--- config.mk ---
export PLATFORM = sky130hd
export DESIGN_NAME = pipe_hazard_ctrl
export DESIGN_NICKNAME = d
export VERILOG_FILES = /design/src/rtl/pipe_hazard_ctrl.sv
export SDC_FILE = /design/constraint.sdc
export NUM_CORES = 1
export LEC_CHECK = 0
export CORE_MARGIN = 8
export CORE_UTILIZATION = 62
export CTS_CLUSTER_SIZE = 14
export DETAILED_ROUTE_END_ITERATION = 16
export DONT_BUFFER_PORTS = 1
export GPL_ROUTABILITY_DRIVEN = 0
export PLACE_DENSITY = 0.84
export SETUP_SLACK_MARGIN = 0.1
export SYNTH_ARGS = -nofsm -noshare
export SYNTH_HDL_FRONTEND = slang
export SYNTH_SLANG_ARGS = --single-unit
--- constraint.sdc ---
create_clock -name clk_i -period 2.4 [get_ports clk_i]
set_input_delay 0.12 -clock clk_i [delete_from_list [all_inputs] [get_ports clk_i]]
set_output_delay 0.12 -clock clk_i [all_outputs]
set_load 0.005 [all_outputs]
--- src/rtl/pipe_hazard_ctrl.sv ---
// Pipeline hazard controller: load-use, FP RAW and structural stalls against one
// in-flight multi-cycle FP op (FDIV/FSQRT), branch flush, and a stall-cycle counter.
module pipe_hazard_ctrl #(
    parameter int unsigned MC_TIMEOUT = 32
) (
    input  logic        clk_i,
    input  logic        rst_ni,
    input  logic        load_use_stall_i,
    input  logic        branch_taken_i,
    input  logic        mc_start_i,
    input  logic [4:0]  mc_rd_i,
    input  logic        mc_done_i,
    input  logic [4:0]  id_fp_rs1_i,
    input  logic [4:0]  id_fp_rs2_i,
    input  logic [4:0]  id_fp_rs3_i,
    input  logic [4:0]  id_fp_rd_i,
    input  logic [3:0]  id_fp_use_i,
    input  logic        id_is_mc_i,
    output logic        pc_write_o,
    output logic        if_id_write_o,
    output logic        if_id_flush_o,
    output logic        id_ex_bubble_o,
    output logic        mc_busy_o,
    output logic        mc_timeout_o,
    output logic        mc_proto_err_o,
    output logic [15:0] stall_cycles_o
);

    typedef enum logic [1:0] {
        ST_IDLE  = 2'd0,
        ST_BUSY  = 2'd1,
        ST_ABORT = 2'd2
    } state_e;

    localparam logic [5:0] CNT_LAST = 6'(MC_TIMEOUT - 1);

    state_e      state_q, state_d;
    logic [4:0]  pend_rd_q, pend_rd_d;
    logic [5:0]  cnt_q, cnt_d;
    logic [15:0] stall_cycles_q, stall_cycles_d;
    logic        busy_s, raw_hit_s, struct_hit_s, stall_s;

    assign busy_s       = (state_q == ST_BUSY);
    // f0 is a real FP register, so no zero-register exclusion here.
    assign raw_hit_s    = busy_s & ((id_fp_use_i[0] & (id_fp_rs1_i == pend_rd_q)) |
                                    (id_fp_use_i[1] & (id_fp_rs2_i == pend_rd_q)) |
                                    (id_fp_use_i[2] & (id_fp_rs3_i == pend_rd_q)) |
                                    (id_fp_use_i[3] & (id_fp_rd_i  == pend_rd_q)));
    assign struct_hit_s = busy_s & id_is_mc_i;
    assign stall_s      = (load_use_stall_i | raw_hit_s | struct_hit_s) & ~branch_taken_i;

    // Next-state logic of the multi-cycle op tracker and the stall counter.
    always_comb begin
        state_d        = state_q;
        pend_rd_d      = pend_rd_q;
        cnt_d          = cnt_q;
        stall_cycles_d = stall_cycles_q;
        case (state_q)
            ST_IDLE, ST_ABORT: begin
                if (mc_start_i) begin
                    state_d   = ST_BUSY;
                    pend_rd_d = mc_rd_i;
                    cnt_d     = 6'd0;
                end else if (state_q == ST_ABORT) begin
                    state_d   = ST_IDLE;
                    pend_rd_d = 5'd0;
                    cnt_d     = 6'd0;
                end else begin
                    state_d   = ST_IDLE;
                end
            end
            ST_BUSY: begin
                // A write-back in the deadline cycle still completes normally.
                if (mc_done_i) begin
                    if (mc_start_i) begin
                        state_d   = ST_BUSY;
                        pend_rd_d = mc_rd_i;
                        cnt_d     = 6'd0;
                    end else begin
                        state_d   = ST_IDLE;
                    end
                end else if (cnt_q == CNT_LAST) begin
                    state_d   = ST_ABORT;
                    pend_rd_d = 5'd0;
                    cnt_d     = 6'd0;
                end else begin
                    cnt_d     = cnt_q + 6'd1;
                end
            end
            default: begin
                state_d   = ST_IDLE;
                pend_rd_d = 5'd0;
                cnt_d     = 6'd0;
            end
        endcase
        if (stall_s && (stall_cycles_q != 16'hFFFF)) begin
            stall_cycles_d = stall_cycles_q + 16'd1;
        end else begin
            stall_cycles_d = stall_cycles_q;
        end
    end

    // State registers with asynchronous active-low reset.
    always_ff @(posedge clk_i or negedge rst_ni) begin
        if (!rst_ni) begin
            state_q        <= ST_IDLE;
            pend_rd_q      <= 5'd0;
            cnt_q          <= 6'd0;
            stall_cycles_q <= 16'd0;
        end else begin
            state_q        <= state_d;
            pend_rd_q      <= pend_rd_d;
            cnt_q          <= cnt_d;
            stall_cycles_q <= stall_cycles_d;
        end
    end

    // Pipeline control; a taken branch overrides any stall and does not touch the FSM.
    always_comb begin
        if (!rst_ni) begin
            {pc_write_o, if_id_write_o, if_id_flush_o, id_ex_bubble_o} = 4'b0001;
        end else if (branch_taken_i) begin
            {pc_write_o, if_id_write_o, if_id_flush_o, id_ex_bubble_o} = 4'b1111;
        end else if (stall_s) begin
            {pc_write_o, if_id_write_o, if_id_flush_o, id_ex_bubble_o} = 4'b0001;
        end else begin
            {pc_write_o, if_id_write_o, if_id_flush_o, id_ex_bubble_o} = 4'b1100;
        end
    end

    assign mc_busy_o      = busy_s;
    assign mc_timeout_o   = (state_q == ST_ABORT);
    assign mc_proto_err_o = busy_s & mc_start_i & ~mc_done_i;
    assign stall_cycles_o = stall_cycles_q;

endmodule

**Word level (Yosys, flattened, before mapping)**

Cells that the tools add are included.

- Register bits after elaboration: 29
- Bits in latches: 0
- Memory bits (writable): 0
- Bits in read-only memories: 0
- Bits of input ports: 36
- Output and inout bits: 23
- Word-level logic and storage cells: 62
- Memories kept: 0

- Add/subtract/negate cells: 2
- Multiply operators: 0
- Div/mod/pow operators: 0
- Order comparisons: 0
- Equal/unequal tests: 11
- Shift-type cells: 0
- Multiplexer cells: 24
- Bitwise logic cells: 16
- Reductions and logical operators: 5

Operators with widths:

| cell | count |
|---|---|
| 6-bit two-way mux | 5 |
| 5-bit two-way mux | 5 |
| 5-bit == test | 4 |
| 16-bit by 1-bit adder with 16-bit output (second input constant) | 1 |
| 16-bit != test (second input constant) | 1 |
| 6-bit one-hot mux with 2 select lines | 1 |
| 5-bit one-hot mux with 2 select lines | 1 |
| 1-bit AND | 9 |
| 1-bit two-way mux | 9 |
| 6-bit by 1-bit adder with 6-bit output (second input constant) | 1 |
| 6-bit by 5-bit == test with 1-bit output (second input constant) | 1 |
| 3-bit != test (second input constant) | 2 |
| 1-bit OR | 5 |
| 2-bit two-way mux | 2 |
| 2-bit one-hot mux with 2 select lines | 1 |
| 3-bit by 2-bit != test with 1-bit output (second input constant) | 1 |
| 3-bit AND reduction | 1 |
| 2-bit by 1-bit == test with 1-bit output (second input constant) | 1 |
| 2-bit == test (second input constant) | 1 |
| 2-bit zero test | 1 |
| 1-bit inverter | 2 |
| 2-bit AND reduction | 1 |
| 2-bit OR reduction | 1 |
| 1-bit logical AND | 1 |

**Depth between registers and ports, before layout**

Gate-level depths: netlist of the first run.

- Word-level depth: 12
- Gate-level depth with buffers: 8
- Gate-level depth less buffers: 7

**Least setup slack after synthesis of the first run**

Ideal clock, no wire load.

- Path type: register to output
- Start point: register pend_rd_q[2]
- End point: output pc_write_o
- Arrival: 1.714 ns
- Data required time: 2.280 ns
- Setup slack: 0.566 ns
- Stages on the path, launching flop included: 9
- Path buffers: 3
- Cells stage by stage: dfrtp_1 > buf_2 > xnor2_1 > and2_0 > a32oi_1 > nand3_2 > buf_4 > a21boi_0 > buf_4

- Cells in the longest elaborated chain, start to end: 12
- Elaborated cells on any way between the ends: 18
- Those cells by class: eq/ne (4); mux (3); bitwise (11)

Ends and longest elaborated chain:

| element | RTL line | source |
|---|---|---|
| start: declaration | 38 | `logic [4:0] pend_rd_q, pend_rd_d;` |
| start signal: assignment | 112 | `pend_rd_q <= pend_rd_d;` |
| 5-bit == test (on tied branches) | 45, 46 |  |
| 1-bit AND (on tied branches) | 45, 46 |  |
| 1-bit OR | 45 | `assign raw_hit_s = busy_s & ((id_fp_use_i[0] & (id_fp_rs1_i == pend_rd_q)) \|` |
| 1-bit OR | 46 | `(id_fp_use_i[1] & (id_fp_rs2_i == pend_rd_q)) \|` |
| 1-bit OR (*) | 47 | `(id_fp_use_i[2] & (id_fp_rs3_i == pend_rd_q)) \|` |
| 1-bit AND (*) | 45 |  |
| 1-bit OR (*) (2 in series) | 50 | `assign stall_s = (load_use_stall_i \| raw_hit_s \| struct_hit_s) & ~branch_taken_i;` |
| 1-bit AND (*) | 50 |  |
| 1-bit two-way mux (*) (3 in series) | n/a |  |
| end: declaration | 19 | `output logic pc_write_o,` |

Every way passes the cells marked *; elsewhere a longest branch is shown, timed or not.

**Final worst setup path of the first run**

- Start point: register pend_rd_q[3]
- End point: output id_ex_bubble_o

- Cells in the longest elaborated chain, start to end: 12
- Elaborated cells on any way between the ends: 18
- Those cells by class: eq/ne (4); mux (3); bitwise (11)

Ends and longest elaborated chain:

| element | RTL line | source |
|---|---|---|
| 5-bit == test (on tied branches) | 45, 46 |  |
| 1-bit AND (on tied branches) | 45, 46 |  |
| 1-bit OR | 45 |  |
| 1-bit OR | 46 |  |
| 1-bit OR (*) | 47 |  |
| 1-bit AND (*) | 45 |  |
| 1-bit OR (*) (2 in series) | 50 |  |
| 1-bit AND (*) | 50 |  |
| 1-bit two-way mux (*) | 124 | `end else if (stall_s) begin` |
| 1-bit two-way mux (*) | 122 | `end else if (branch_taken_i) begin` |
| 1-bit two-way mux (*) | 120 | `if (!rst_ni) begin` |
| end: declaration | 22 | `output logic id_ex_bubble_o,` |

Marked as above.

==> run_results.csv, run 1 <==
group,metric,value,unit
route,firstDrtPassIters,4,
pwr,p_per_area,662,nW/um2
critical_path,start_kind,"flop",
worst_hold_path,holdPathStages,2,
floorplan,die_area,4720,um2
clock_network,clk_latency,0.34,ns
floorplan,std_cell_rows,19,
floorplan,die_h,68.7,um
pwr,p_total,1.25,mW
critical_path,worstRegToRegCells,6,
pwr,p_leak,0.808,nW
global_routing,grt_max_degree,30,
final_layout,diodes,0,
outcome,status,"completed",
critical_path,path_max_fanout,5,
yosys,synthArstFlopShare,1.00,
sta,fin_crit,2.12,ns
floorplan,coreArea,2690,um2
global_routing,gr-total-overflow,0,
yosys,syn_area_per_cell,9.30,um2
sta,setup_tns,0,ns
global_routing,antenna_found_initial,0,
critical_path,r2r-end,"stall_cycles_o[1]$_DFFE_PN0P_",
clock_network,cts.clk_slew.worst_paths,0.10,ns
final_layout,n_fill_cell,196,
yosys,syn-num-nets,223,
clock_network,cts.sinks,29,
route,ant_nets,0,
critical_path,ff2ff_setup_slack,0.40,ns
worst_hold_path,min_from,"mc_done_i",
place,dp_slack,0.470,ns
sta,rsz0062_at_grt,"no",
sta,fin_skew,0.0185,ns
sta,finalHoldViolCount,0,
global_routing,grt_pass1_wl,6.81,mm
critical_path,crit_path_end_kind,"output pin",
route,routed_wl,4.22,mm
worst_hold_path,min_path_type,"input pin to flop",
place,place_inst,211,
route,drt_iter0_markers,86,
place,place_hpwl,3.18,mm
flow_run,drv_cap,0,
yosys,syn-instance-count,185,
floorplan,io_pins,59,
floorplan,die_w,68.7,um
global_routing,grt_pass1_vias,1402,
sta,setup_viol,0,
sta,slew_violations,0,
yosys,synth_edf_count,0,
sta,worst_slack,0.276,ns
final_layout,nets,234,
yosys,syn_area,1720,um2
clock_network,htreeDepth,2,
pwr,max-vdd-ir-drop,0.000605,V
sta,maxSlewHeadroom,0.651,
critical_path,critPathArrivalTime,2.00,ns
final_layout,drive_gt1_frac,0.112,
route,vias,1394,
sta,tightest_slew,0.519,ns
floorplan,start_util,0.640,
critical_path,cp.required,2.28,ns
clock_network,clockBufferDepth,2,
global_routing,grt_usage,0.193,
yosys,synth_ff_type,"dfrtp_1",
final_layout,post-route-util,0.703,
place,io_buffers,0,
route,drc,0,
yosys,yosys_warnings,0,
clock_network,cts_setup_buffers,0,
critical_path,r2r_start,"pend_rd_q[3]$_DFFE_PN0P_",
sta,fmax,471,MHz
worst_hold_path,hold_end,"state_q[0]$_DFFE_PN0P_",
final_layout,area_growth,9.75,%
critical_path,worstSetupPathType,"flop to output pin",
yosys,synth_seq_cells,29,
clock_network,numCtsBuffers,5,
yosys,synth_cell_type_count,39,
clock_network,root_buffer,"clkbuf_4",
sta,period_share,0.885,
route,wl_per_cell,18.5,um
final_layout,final_cell_count_no_fill,228,
yosys,ys_seq_area_frac,0.422,
clock_network,cts_tree,"done",
route,vias_per_cell,6.11,
## metrics by stage
step                      hold slack [ns]  cell area [um2]
after global routing               0.0371             1890
final                              0.0322             1890
after CTS                          0.0269             1890
after detailed placement           -0.174             1730
after global placement             -0.174             1730
after floorplan                    -0.176             1720
## power by group
part / internal [mW] / switching [mW] / total, mW
registers: 0.562 / 0.116 / 0.678
logic: 0.147 / 0.134 / 0.281
clock network: 0.110 / 0.180 / 0.291
## cell usage after synthesis, types with 2 or more instances
master,number,area (um2)
inv_1,3,11.3
nor2_1,13,48.8
buf_4,2,15.0
a31oi_1,3,18.8
ha_1,2,25.0
nand2b_1,3,18.8
buf_2,6,30.0
and3_1,4,25.0
a21oi_1,2,10.0
nor3_1,3,15.0
nor2b_1,2,12.5
o21ai_0,12,60.1
xor2_1,17,149
nor4_1,3,18.8
nand3_2,2,20.0
nand2_1,22,82.6
dfrtp_1,29,726
nand3_1,15,75.1
xnor2_1,18,158
nand4_1,5,31.3
## registers in the layout (all words and copies together) (netlist names)
name            count
cnt_q               6
pend_rd_q           5
state_q             2
stall_cycles_o     16
## cell families (layout without fill, tap and decap cells)
family | after synthesis | in the layout | synth area share
simple gates | 81 | 81 | 0.248
xor+xnor | 35 | 35 | 0.178
flops | 29 | 29 | 0.422
compound gates | 24 | 24 | 0.0836
buf+inv | 12 | 24 | 0.0393
fa+ha+maj | 2 | 2 | 0.0145
mux | 2 | 2 | 0.0145
## repair_timing
item,in CTS,in global routing
hold endpoints to repair,36,0
resized for setup,0,1
hold buffers,9,0
endpoints found under the setup margin,0,2
## worst max-delay path, cell delays in order, from the launching register on
cell	delay, ns
dfrtp_1	0.50
xor2_1	0.18
nor4_1	0.08
a32oi_1	0.28
a31oi_1	0.11
or4b_1	0.53
## how the worst max path moves through the flow
| stage | start | end | slack (ns) | cells after the start |
|---|---|---|---|---|
| floorplan | pend_rd_q[2]$_DFFE_PN0P_ | pc_write_o | 0.57 | 8 |
| global route | pend_rd_q[2]$_DFFE_PN0P_ | id_ex_bubble_o | 0.14 | 5 |
| CTS | pend_rd_q[1]$_DFFE_PN0P_ | if_id_write_o | 0.26 | 5 |
| detailed placement | pend_rd_q[4]$_DFFE_PN0P_ | stall_cycles_o[1]$_DFFE_PN0P_ | 0.47 | 6 |
| finish | pend_rd_q[3]$_DFFE_PN0P_ | id_ex_bubble_o | 0.28 | 5 |
| global placement | pend_rd_q[3]$_DFFE_PN0P_ | stall_cycles_o[1]$_DFFE_PN0P_ | 0.52 | 6 |
## cell usage in the layout (no fill, tap or decap), types with 2 or more instances in the layout
| master | n |
|---|---|
| nor2b_1 | 2 |
| ha_1 | 2 |
| a21oi_1 | 2 |
| nand4_1 | 5 |
| nand2b_1 | 3 |
| nor4_1 | 3 |
| nor3_1 | 3 |
| xnor2_1 | 18 |
| and3_1 | 4 |
| nand3_2 | 2 |
| dlygate4sd3_1 | 8 |
| inv_1 | 3 |
| clkinv_2 | 2 |
| a31oi_1 | 3 |
| nor2_1 | 13 |
| dfrtp_1 | 29 |
| nand3_1 | 15 |
| xor2_1 | 17 |
| buf_4 | 4 |
| nand2_1 | 22 |
| o21ai_0 | 12 |
| clkbuf_4 | 5 |
## metal layers
metal / GRT usage / up-vias / wire length (um)
met3: 0.0743 / 6 / 337
met5: 0 / - / 0
li1: - / 658 / -
met2: 0.352 / 60 / 2280
met1: 0.198 / 670 / 1560
met4: 0.0588 / 0 / 34
## cell type report
| class | instances | area (um2) | share of cell area |
|---|---|---|---|
| clock buffers | 5 | 37.5 | 0.0199 |
| flip-flops and latches | 29 | 726 | 0.384 |
| clock inverters | 3 | 17.5 | 0.00928 |
| well taps | 31 | 38.8 | 0.0205 |
| repair buffers | 13 | 130 | 0.0689 |
| multi-input cells | 144 | 927 | 0.491 |
| inverters | 3 | 11.3 | 0.00596 |
Power figures use the tool's default switching activity.
==> run 2: changes to the inputs <==
--- a/config.mk
+++ b/config.mk
@@ -12,6 +12,7 @@
 export DONT_BUFFER_PORTS = 1
 export GPL_ROUTABILITY_DRIVEN = 0
 export PLACE_DENSITY = 0.84
+export RECOVER_POWER = 25
 export SETUP_SLACK_MARGIN = 0.1
 export SYNTH_ARGS = -nofsm -noshare
 export SYNTH_HDL_FRONTEND = slang
==> run_results.csv, run 2 (synthesized netlist as in run 1, its figures left out) <==
group,metric,value,unit
outcome,status,"finished with violations",
outcome,violations,"capacitance limit, slew limit",
floorplan,coreArea,2690,um2
route,ant_nets,0,
route,drt_iter0_markers,76,
sta,fin_crit,2.13,ns
pwr,p_sw_frac,0.345,
sta,fmax,470,MHz
clock_network,numCtsBuffers,5,
route,routed_wl,4.23,mm
place,placed_cell_area,1730,um2
route,vias,1388,
pwr,p_comb_frac,0.223,
pwr,p_per_area,665,nW/um2
pwr,clkPwrFrac,0.233,
pwr,p_int,815,uW
sta,fin_skew,0.0171,ns
final_layout,nets,234,
final_layout,area.sequential,726,um2
sta,hold_ws,0.0317,ns
pwr,seqPwrFrac,0.545,
final_layout,multiInputGateArea,927,um2
clock_network,root_buffer,"clkbuf_4",
final_layout,largest_reg_flops,16,
clock_network,cts_setup_buffers,0,
floorplan,start_util,0.640,
pwr,max-vdd-ir-drop,0.000604,V
flow_run,drv_cap,1,
global_routing,grt_max_degree,30,
global_routing,grt_pass1_wl,6.81,mm
worst_hold_path,min_path_type,"input pin to flop",
critical_path,crit_path_end_kind,"output pin",
global_routing,grt_pass1_vias,1402,
global_routing,antenna_found_initial,0,
place,io_buffers,0,
critical_path,critPathArrivalTime,2.01,ns
clock_network,cts.sinks,29,
pwr,p_sw,429,uW
critical_path,path_max_fanout,5,
final_layout,n_fill_cell,199,
route,firstDrtPassIters,4,
floorplan,std_cell_rows,19,
sta,finalHoldViolCount,0,
final_layout,drive_gt1_frac,0.107,
critical_path,worstSetupPathType,"flop to output pin",
sta,setup_tns,0,ns
sta,tightest_slew,1.53,ns
final_layout,area_growth,8.80,%
final_layout,diodes,0,
route,vias_per_cell,6.09,
sta,setup_viol,0,
global_routing,gr-total-overflow,0,
sta,maxSlewHeadroom,-0.0204,
final_layout,design_area,1870,um2
route,drc,0,
clock_network,clockBufferDepth,2,
sta,slew_violations,30,
global_routing,grt_usage,0.193,
place,dp_slack,0.470,ns
critical_path,start_kind,"flop",
floorplan,die_area,4720,um2
pwr,p_leak,0.799,nW
final_layout,layout_commonest_cell,"dfrtp_1",
clock_network,cts_tree,"done",
sta,rsz0062_at_grt,"no",
floorplan,io_pins,59,
sta,period_share,0.887,
final_layout,mostFrequentLayoutCells,"dfrtp_1, nand2_1, xnor2_1, xor2_1, nand3_1",
clock_network,clk_latency,0.33,ns
clock_network,cts.clk_slew.worst_paths,0.10,ns
place,place_hpwl,3.18,mm
floorplan,die_w,68.7,um
sta,worst_slack,0.271,ns
route,wl_per_cell,18.5,um
clock_network,htreeDepth,2,
critical_path,cp.required,2.28,ns
floorplan,die_h,68.7,um
run 2: cell types whose count changed in the layout (fill, tap and decap cells not counted), sizes merged:
| cell | previous run | this run |
|---|---|---|
| buf | 5 | 4 |
| clkbuf | 5 | 6 |
run 2: stage by stage:
step | std cells | utilization | power (mW)
final | 228 | 0.697 | 1.24
after global routing | 228 | 0.697 | 1.32
after CTS | 228 | 0.703 | 1.25
after detailed placement | 211 | 0.645 | 0.944
after global placement | 211 | 0.645 | 0.911
after floorplan | 185 | - | 0.875
run 2: routing by layer:
metal  up-vias  wire length (um)  GRT usage
met3         4               319     0.0743
met5         -                 0          0
met2        53              2310      0.352
met1       672              1570      0.198
met4         0                26     0.0588
li1        659                 -          -
run 2: layout make-up:
class	instances	area share
timing repair buffer	13	0.0608
tap	31	0.0207
sequential	29	0.388
multi-input combinational	144	0.495
inverter	3	0.00602
clock buffer	5	0.0201
clock inverter	3	0.00936
run 2: worst paths after layout:
path | startpoint | cells after the start | end | slack, ns
max in group asynchronous | rst_ni | 2 | cnt_q[5]$_DFFE_PN0P_ | 0.81
min reg2reg | state_q[1]$_DFFE_PN0P_ | 1 | state_q[0]$_DFFE_PN0P_ | 0.51
max reg2reg | pend_rd_q[3]$_DFFE_PN0P_ | 6 | stall_cycles_o[1]$_DFFE_PN0P_ | 0.40
max | pend_rd_q[2]$_DFFE_PN0P_ | 5 | id_ex_bubble_o | 0.27
min in group asynchronous | rst_ni | 2 | stall_cycles_o[12]$_DFFE_PN0P_ | 0.69
min | mc_done_i | 2 | state_q[0]$_DFFE_PN0P_ | 0.03
run 2: timing repair:
item,CTS,global route
gates resized for setup,0,1
setup endpoints to repair,0,2
hold endpoints to repair,36,0
hold buffers,9,0
run 2: power by group through the flow:
stage | Clock, mW | Sequential, mW | Combinational [mW]
after floorplan | 0 | 0.634 | 0.242
after global placement | 0 | 0.677 | 0.234
after detailed placement | 0 | 0.688 | 0.255
after CTS | 0.294 | 0.679 | 0.281
after global routing | 0.316 | 0.693 | 0.309
final | 0.289 | 0.678 | 0.277
run 2: critical path: stages (launching register included):
cell and delay, ns:
dfrtp_1 0.49, xnor2_1 0.17, and2_0 0.15, a32oi_1 0.23
a31oi_1 0.11, or4b_1 0.53
